--- config.mk ---
export PLATFORM = sky130hd
export DESIGN_NAME = instr_fetch_unit
export DESIGN_NICKNAME = d
export VERILOG_FILES = /design/src/rtl/cpu_pkg.sv /design/src/rtl/fetch_skid_buf.sv /design/src/rtl/instr_fetch_unit.sv
export SDC_FILE = /design/constraint.sdc
export NUM_CORES = 1
export LEC_CHECK = 0
export CORE_MARGIN = 2
export CORE_UTILIZATION = 35
export DETAILED_ROUTE_END_ITERATION = 7
export SLEW_MARGIN = 25
export SYNTH_ARGS = -nofsm -noshare
export SYNTH_HDL_FRONTEND = slang
export SYNTH_SLANG_ARGS = --single-unit
--- constraint.sdc ---
create_clock -name clk -period 2.35 [get_ports clk]
set_input_delay 0.47 -clock clk [delete_from_list [all_inputs] [get_ports clk]]
set_output_delay 0.47 -clock clk [all_outputs]
set_load 0.01 [all_outputs]
--- src/rtl/cpu_pkg.sv ---
// Shared CPU definitions: datapath widths, instruction field layout, opcodes and status flags.
package cpu_pkg;

  localparam int unsigned PC_WIDTH    = 9;
  localparam int unsigned INSTR_WIDTH = 32;

  localparam int unsigned OpALsb    = 0;
  localparam int unsigned OpAMsb    = 7;
  localparam int unsigned OpBLsb    = 8;
  localparam int unsigned OpBMsb    = 15;
  localparam int unsigned OpcodeLsb = 16;
  localparam int unsigned OpcodeMsb = 20;

  typedef enum logic [4:0] {
    OpNop      = 5'd0,
    OpAdd      = 5'd1,
    OpSub      = 5'd2,
    OpAnd      = 5'd3,
    OpOr       = 5'd4,
    OpXor      = 5'd5,
    OpMultiply = 5'd6,
    OpLoad     = 5'd7,
    OpStore    = 5'd8,
    OpJump     = 5'd9,
    OpJumpZ    = 5'd10,
    OpHalt     = 5'd31
  } opcode_e;

  localparam int unsigned SregZero     = 0;
  localparam int unsigned SregCarry    = 1;
  localparam int unsigned SregNegative = 2;
  localparam int unsigned SregOverflow = 3;

  function automatic opcode_e instr_opcode(input logic [INSTR_WIDTH-1:0] word);
    return opcode_e'(word[OpcodeMsb:OpcodeLsb]);
  endfunction

  // Words held or owed to the fetch buffer once this cycle's accept is taken out.
  function automatic logic [1:0] fetch_occupancy(input logic d_valid, input logic s_valid,
                                                 input logic inflight, input logic accept);
    return 2'(d_valid) + 2'(s_valid) + 2'(inflight) - 2'(accept);
  endfunction

endpackage

--- src/rtl/fetch_skid_buf.sv ---
// Output register plus one skid entry; keeps order and holds the presented word stable on hold.
module fetch_skid_buf #(
  parameter int unsigned Width = 41
) (
  input  logic             clk_i,
  input  logic             rst_ni,
  input  logic             flush_i,
  input  logic             in_valid_i,
  input  logic [Width-1:0] in_data_i,
  input  logic             hold_i,
  output logic             out_valid_o,
  output logic [Width-1:0] out_data_o,
  output logic             skid_valid_o
);

  logic             d_valid_q, d_valid_d;
  logic [Width-1:0] d_data_q, d_data_d;
  logic             s_valid_q, s_valid_d;
  logic [Width-1:0] s_data_q, s_data_d;
  logic             d_free;

  assign d_free = ~d_valid_q | ~hold_i;

  always_comb begin
    d_valid_d = d_valid_q;
    d_data_d  = d_data_q;
    s_valid_d = s_valid_q;
    s_data_d  = s_data_q;
    if (flush_i) begin
      d_valid_d = 1'b0;
      s_valid_d = 1'b0;
    end else if (d_free) begin
      if (s_valid_q) begin
        d_valid_d = 1'b1;
        d_data_d  = s_data_q;
        s_valid_d = in_valid_i;
        if (in_valid_i) s_data_d = in_data_i;
      end else begin
        d_valid_d = in_valid_i;
        if (in_valid_i) d_data_d = in_data_i;
      end
    end else if (in_valid_i) begin
      // Issue logic guarantees the skid is empty whenever a word lands behind a held one.
      s_valid_d = 1'b1;
      s_data_d  = in_data_i;
    end
  end

  always_ff @(posedge clk_i or negedge rst_ni) begin
    if (!rst_ni) begin
      d_valid_q <= 1'b0;
      d_data_q  <= '0;
      s_valid_q <= 1'b0;
      s_data_q  <= '0;
    end else begin
      d_valid_q <= d_valid_d;
      d_data_q  <= d_data_d;
      s_valid_q <= s_valid_d;
      s_data_q  <= s_data_d;
    end
  end

  assign out_valid_o  = d_valid_q;
  assign out_data_o   = d_data_q;
  assign skid_valid_o = s_valid_q;

endmodule

--- src/rtl/instr_fetch_unit.sv ---
// Instruction fetch: owns the PC, issues 1-cycle-latency ROM reads and hands words to the
// control unit with valid/hold flow control; jumps redirect and flush wrong-path words.
module instr_fetch_unit #(
  parameter int unsigned         PC_WIDTH    = cpu_pkg::PC_WIDTH,
  parameter int unsigned         INSTR_WIDTH = cpu_pkg::INSTR_WIDTH,
  parameter logic [PC_WIDTH-1:0] RESET_PC    = '0
) (
  input  logic                   clk,
  input  logic                   rst_n,
  output logic                   imem_en,
  output logic [PC_WIDTH-1:0]    imem_addr,
  input  logic [INSTR_WIDTH-1:0] imem_rdata,
  output logic [INSTR_WIDTH-1:0] instr,
  output logic [PC_WIDTH-1:0]    instr_pc,
  output logic                   instr_valid,
  input  logic                   hold,
  input  logic                   jump_en,
  input  logic [PC_WIDTH-1:0]    jump_line_num
);

  import cpu_pkg::*;

  localparam int unsigned EntryWidth = PC_WIDTH + INSTR_WIDTH;

  logic [PC_WIDTH-1:0]   pc_q, pc_d;
  logic                  inflight_q;
  logic                  issue;
  logic                  out_valid, skid_valid, accept, ret_valid;
  logic [EntryWidth-1:0] ret_entry, out_entry;

  assign accept    = out_valid & ~hold;
  assign ret_valid = inflight_q & ~jump_en;
  // pc_q has already moved one past the read that is returning now.
  assign ret_entry = {pc_q - PC_WIDTH'(1), imem_rdata};

  always_comb begin
    issue     = 1'b0;
    imem_addr = pc_q;
    pc_d      = pc_q;
    if (jump_en) begin
      issue     = 1'b1;
      imem_addr = jump_line_num;
      pc_d      = jump_line_num + PC_WIDTH'(1);
    end else if (fetch_occupancy(out_valid, skid_valid, inflight_q, accept) < 2'd2) begin
      issue = 1'b1;
      pc_d  = pc_q + PC_WIDTH'(1);
    end
    imem_en = issue & rst_n;
  end

  always_ff @(posedge clk or negedge rst_n) begin
    if (!rst_n) begin
      pc_q       <= RESET_PC;
      inflight_q <= 1'b0;
    end else begin
      pc_q       <= pc_d;
      inflight_q <= imem_en;
    end
  end

  fetch_skid_buf #(
    .Width (EntryWidth)
  ) u_skid (
    .clk_i        (clk),
    .rst_ni       (rst_n),
    .flush_i      (jump_en),
    .in_valid_i   (ret_valid),
    .in_data_i    (ret_entry),
    .hold_i       (hold),
    .out_valid_o  (out_valid),
    .out_data_o   (out_entry),
    .skid_valid_o (skid_valid)
  );

  assign instr_valid = out_valid;
  assign instr       = out_entry[INSTR_WIDTH-1:0];
  assign instr_pc    = out_entry[EntryWidth-1:INSTR_WIDTH];

endmodule

# Word-level counts from Yosys, hierarchy flattened
# Index checks and enable logic that the tools add are counted.
[totals]
register_bits = 94
latch_bits = 0
ramBits = 0
rom_bits = 0
in_bits = 45
out_inout_bits = 52
memories = 0
[classes]
add_sub_neg = 6
n_mul = 0
div = 0
magnitude_cmp = 1
n_eq_ne = 1
n_shift = 0
mux = 17
bitwise_logic = 7
n_reduce_logical = 6
[ops]
columns = ["cell", "n"]
rows = [
  ["two-way mux 41 bit", 5],
  ["two-way mux 9 bit", 3],
  ["adder 9 x 1 -> 9 bit (second input constant)", 2],
  ["two-way mux 1 bit", 9],
  ["subtractor 9 x 1 -> 9 bit (second input constant)", 1],
  ["nonzero test 2 bit", 3],
  ["AND 1 bit", 3],
  ["NOT 1 bit", 3],
  ["AND reduction 3 bit", 1],
  ["nonzero test 3 bit", 1],
  ["adder 1 x 1 -> 2 bit", 1],
  ["adder 2 x 1 -> 2 bit", 1],
  ["less-than comparator 2 bit (second input constant)", 1],
  ["inequality test 2 x 1 -> 1 bit (second input constant)", 1],
  ["AND reduction 2 bit", 1],
  ["subtractor 2 x 1 -> 2 bit", 1],
  ["OR 1 bit", 1],
]

# Logic depth before layout (Yosys ltp)
[depth]
word_depth = 7
ltp_mapped = 10
ltp_nobuf = 8

# Modules after synthesis
# A second synthesis with hierarchy kept.
[hier_totals]
hier_cells = 326
hier_area_um2 = 4539.4
[modules_own_cells]
columns = ["mod", "n_inst", "cells_each", "area_each_um2", "seq_area_each_um2"]
rows = [
  ["fetch_skid_buf", 1, 229, 3674.8, 2102.0],
  ["instr_fetch_unit", 1, 97, 864.6, 250.2],
]

# Least setup slack after synthesis
# OpenSTA, ideal clock, no wires.
[synth_timing]
path_kind = "flip-flop to output port"
from = "register u_skid.s_valid_q (netlist: u_skid.skid_valid_o)"
to = "output port imem_en"
arrival_ns = 2.042
required_time_ns = 1.880
path_slack_ns = -0.162
stages_incl_launch_ff = 10
path_cell_list = "dfrtp_1 > clkbuf_1 > inv_1 > ha_1 > inv_1 > ha_1 > a21oi_1 > mux2i_1 > clkbuf_1 > and2_1"
[synth_between]
elab_chain_cells = 7
[synth_lines]
columns = ["element", "line", "rtl"]
rows = [
  ["start: declaration", "fetch_skid_buf.sv:18", "logic s_valid_q, s_valid_d;"],
  ["start signal: assignment", "fetch_skid_buf.sv:58", "s_valid_q <= s_valid_d;"],
  ["adder 1 x 1 -> 2 bit", "cpu_pkg.sv:41", "return 2'(d_valid) + 2'(s_valid) + 2'(inflight) - 2'(accept);"],
  ["adder 2 x 1 -> 2 bit", "cpu_pkg.sv:41", ""],
  ["subtractor 2 x 1 -> 2 bit", "cpu_pkg.sv:41", ""],
  ["less-than comparator 2 bit", "instr_fetch_unit.sv:44", "end else if (fetch_occupancy(out_valid, skid_valid, inflight_q, accept) < 2'd2) begin"],
  ["two-way mux 1 bit", "instr_fetch_unit.sv:44", ""],
  ["two-way mux 1 bit", "instr_fetch_unit.sv:40", "if (jump_en) begin"],
  ["AND 1 bit", "instr_fetch_unit.sv:48", "imem_en = issue & rst_n;"],
  ["end: declaration", "instr_fetch_unit.sv:10", "output logic imem_en,"],
]
# No other way between the ends.

# Worst setup path in the final report
[layout_timing]
from = "register u_skid.d_valid_q (netlist: u_skid.out_valid_o)"
to = "output port imem_en"
[layout_between]
elab_chain_cells = 7
word_cells_on_any_way = 8
cone_classes = "3 x add/sub; 1 x order compare; 2 x mux; 2 x bitwise"
[layout_lines]
columns = ["element", "line", "rtl"]
rows = [
  ["start: declaration", "fetch_skid_buf.sv:16", "logic d_valid_q, d_valid_d;"],
  ["start signal: assignment", "fetch_skid_buf.sv:56", "d_valid_q <= d_valid_d;"],
  ["adder 1 x 1 -> 2 bit", "cpu_pkg.sv:41", ""],
  ["adder 2 x 1 -> 2 bit", "cpu_pkg.sv:41", ""],
  ["subtractor 2 x 1 -> 2 bit *", "cpu_pkg.sv:41", ""],
  ["less-than comparator 2 bit *", "instr_fetch_unit.sv:44", ""],
  ["two-way mux 1 bit *", "instr_fetch_unit.sv:44", ""],
  ["two-way mux 1 bit *", "instr_fetch_unit.sv:40", ""],
  ["AND 1 bit *", "instr_fetch_unit.sv:48", ""],
]
# Mark *: on every way between the ends. The rest lies on a longest branch, timed or not.

==> results.yml <==
critical_path:
  r2r_slack_ps: 150
  crit_type: "reg -> out"
  crit_path_end: "imem_en"
  endpoint_kind: "output port"
  reg2reg_from: "u_skid.out_valid_o"
  cp-start-kind: "register"
  cp.arrival_ps: 2040
  critPathLaunch: "u_skid.out_valid_o"
  path_max_fanout: 2
  rr_endpoint: "pc_q[8]"
  rr_worst_depth: 12
  crit_required_ps: 1880
global_route:
  grt_pass1_vias: 3186
  grt_overflow: 0
  antenna_found_initial: 0
  grt_start_max_net_pins: 75
  grt_pass1_wl_um: 15800
  grt_util_all_layers_pct: 15.2
yosys:
  ys.warnings.count: 0
  postSynthCellCount: 396
  avgSynthCellArea_um2: 10.9
  yosysTopAreaCell: "dfrtp_1"
  synth_top_area_share_pct: 54.4
  synth_seq_cells: 94
  async_flop_share_pct: 100
  synth.most_common_cell: "dfrtp_1"
  synth_mux_area_share_pct: 18.8
  yosys.cell_types.count: 36
  syn-cell-area_um2: 4320
  ys.flop_type: "dfrtp_1"
  synth_xor_area_share_pct: 1.82
  synthAdderAreaFrac_pct: 1.16
  synth_compound_area_share_pct: 10.1
  synth_top_family_by_area: "multiplexers"
  synthTopCellsByCount: "dfrtp_1 (94), nand2_1 (53), o21ai_0 (52)"
  synth-edff-count: 0
  seq_area_frac_synth_pct: 54.4
  synth_nets: 445
  synthSimpleGateAreaFrac_pct: 10.4
  ys_top_cells_by_area: "dfrtp_1 (54%), mux2_2 (11%), mux2i_1 (8.1%)"
pwr:
  vdd_drop_max_mv: 0.349
  p_seq_share_pct: 44.2
  power_density_nw_per_um2: 941
  combPwrFrac_pct: 29.4
  clockPowerShare_pct: 26.5
  intPower_mw: 3.96
  p_leak_nw: 2.45
  total_power_mw: 5.61
  p_sw_mw: 1.65
  swShare_pct: 29.4
sta:
  finalCriticalPeriod_ps: 2510
  tightest_slew_ps: 759
  rsz0062_at_grt: "true"
  post-route-period-util_pct: 107
  finalClockSkew_ps: 8.00
  drv_slew: 0
  worst_slack_ps: -163
  hold_viol_final: 0
  max_freq_ghz: 0.398
  finalSetupViolCount: 1
  max_slew_margin_pct: 49.4
  hold_ws_ps: 199
route:
  routedWlPerCell_um: 14.6
  drtIter0Drc: 227
  drt-total-wl_um: 9570
  vias: 3231
  first_pass_iters: 4
  viasPerCell: 4.92
  drcViolationCount: 0
  antenna_left: 0
floorplan:
  start_util_pct: 36.0
  fp-row-count: 40
  io_pins: 97
  die-area_um2: 13300
  die_h_um: 115
  core_um2: 12000
  die_width_um: 115
job:
  drv_cap: 0
clocking:
  clk_path_buf_depth: 2
  cts_sinks: 94
  clock-root-buffer: "clkbuf_16"
  htreeDepth: 3
  cts_buffers: 9
  clk_pin_slew_ps: 70
  tritoncts: "built"
  clock_latency_ps: 350
outcome:
  violations: "setup timing"
  outcome: "finished, violations left"
layout:
  utilization_pct: 49.6
  final_nets: 554
  area_growth_pct: 37.9
  final_cells: 657
  antenna_cells: 0
  layout-drive-gt1-share_pct: 19.0
min_path:
  hold_class: "in -> async"
placement:
  port_buffers: 96
  place_congestion: 0.824
  dp_hpwl_um: 6350
  place_inst: 638
## cell families (layout without fill, tap and decap cells)
group / Yosys count / after routing
flops: 94 / 94
fa+ha+maj: 4 / 4
mux: 76 / 76
xor+xnor: 9 / 9
simple gates: 99 / 99
compound gates: 80 / 80
buf+inv: 34 / 148
## worst min-delay path by stage
stage	end	slack [ps]	cells after the start
final	u_skid.skid_valid_o	200	2
after global routing	u_skid.skid_valid_o	260	2
after CTS	u_skid.out_valid_o	240	2
after detailed placement	u_skid.out_data_o[2]	470	2
after global placement	u_skid.out_data_o[25]	460	2
after floorplan	inflight_q	170	0
## registers in the layout (all words and copies together), names as in the netlist
| name | cells |
|---|---|
| inflight_q | 1 |
| pc_q | 9 |
| u_skid.out_data_o | 41 |
| u_skid.out_valid_o | 1 |
| u_skid.s_data_q | 41 |
| u_skid.skid_valid_o | 1 |
## placed cells by master (no fill, tap or decap), types with 3 or more instances in the layout
cell             synthesis  routed
dfrtp_1                 94      93
clkdlybuf4s50_1          0      92
nand2_1                 53      53
o21ai_0                 52      51
mux2_2                  41      41
mux2i_1                 35      35
buf_4                    0      21
nor2_1                  17      17
a21oi_1                 18      17
inv_1                   10       9
clkbuf_16                0       9
nor3_1                   6       6
xnor2_1                  6       6
nand3_1                  5       5
buf_6                    1       4
xor2_1                   3       3
nand4_1                  3       3
buf_12                   0       3
## metal layers
layer	track usage, %	share of wire (%)	vias to the layer above
met1	20.1	46	1525
met5	0	0	-
met4	6.83	1.9	0
met2	23.9	46	91
met3	3.64	5.8	14
li1	-	-	1601
## timing repair
action                                  in CTS  in global routing
endpoints found under the setup margin      10                  7
pin swaps                                    3                  3
buffers inserted                             6                  0
hold buffers                                 0                  0
resized for setup                           17                  4
## worst max-delay path, stage by stage (launching register included)
cell and delay (ps):
dfrtp_1 390, nor2b_4 140, ha_4 260, inv_2 40, ha_4 210, a21oi_4 140, mux2i_1 250, and2_4 180
buf_6 90
## per-stage QoR
step           area [um2]  setup WS (ps)  setup TNS [ps]
6_report             5960           -163            -163
5_1_grt              5960           -250            -250
4_1_cts              5980           -186            -266
3_5_place_dp         5580           -845           -4320
3_3_place_gp         5580           -795           -3350
2_1_floorplan        4330           9.88               0
## area by class of cell
cell class              count  area, um2
fillers                  1094       6050
clock inverters             5       58.8
multi-input cells         268       1880
inverters                  10       37.5
repair buffers            122       1200
clock buffers              11        243
well taps                 147        184
flip-flops and latches     94       2350
## power by group through the flow
stage / clock network [mW] / registers, mW / logic (mW)
after floorplan: 0 / 2.49 / 0.810
after global placement: 0 / 2.48 / 1.61
after detailed placement: 0 / 2.51 / 1.64
after CTS: 1.52 / 2.48 / 1.68
after global routing: 1.60 / 2.55 / 1.84
final: 1.48 / 2.48 / 1.65
(Power assumes the default switching activity.)
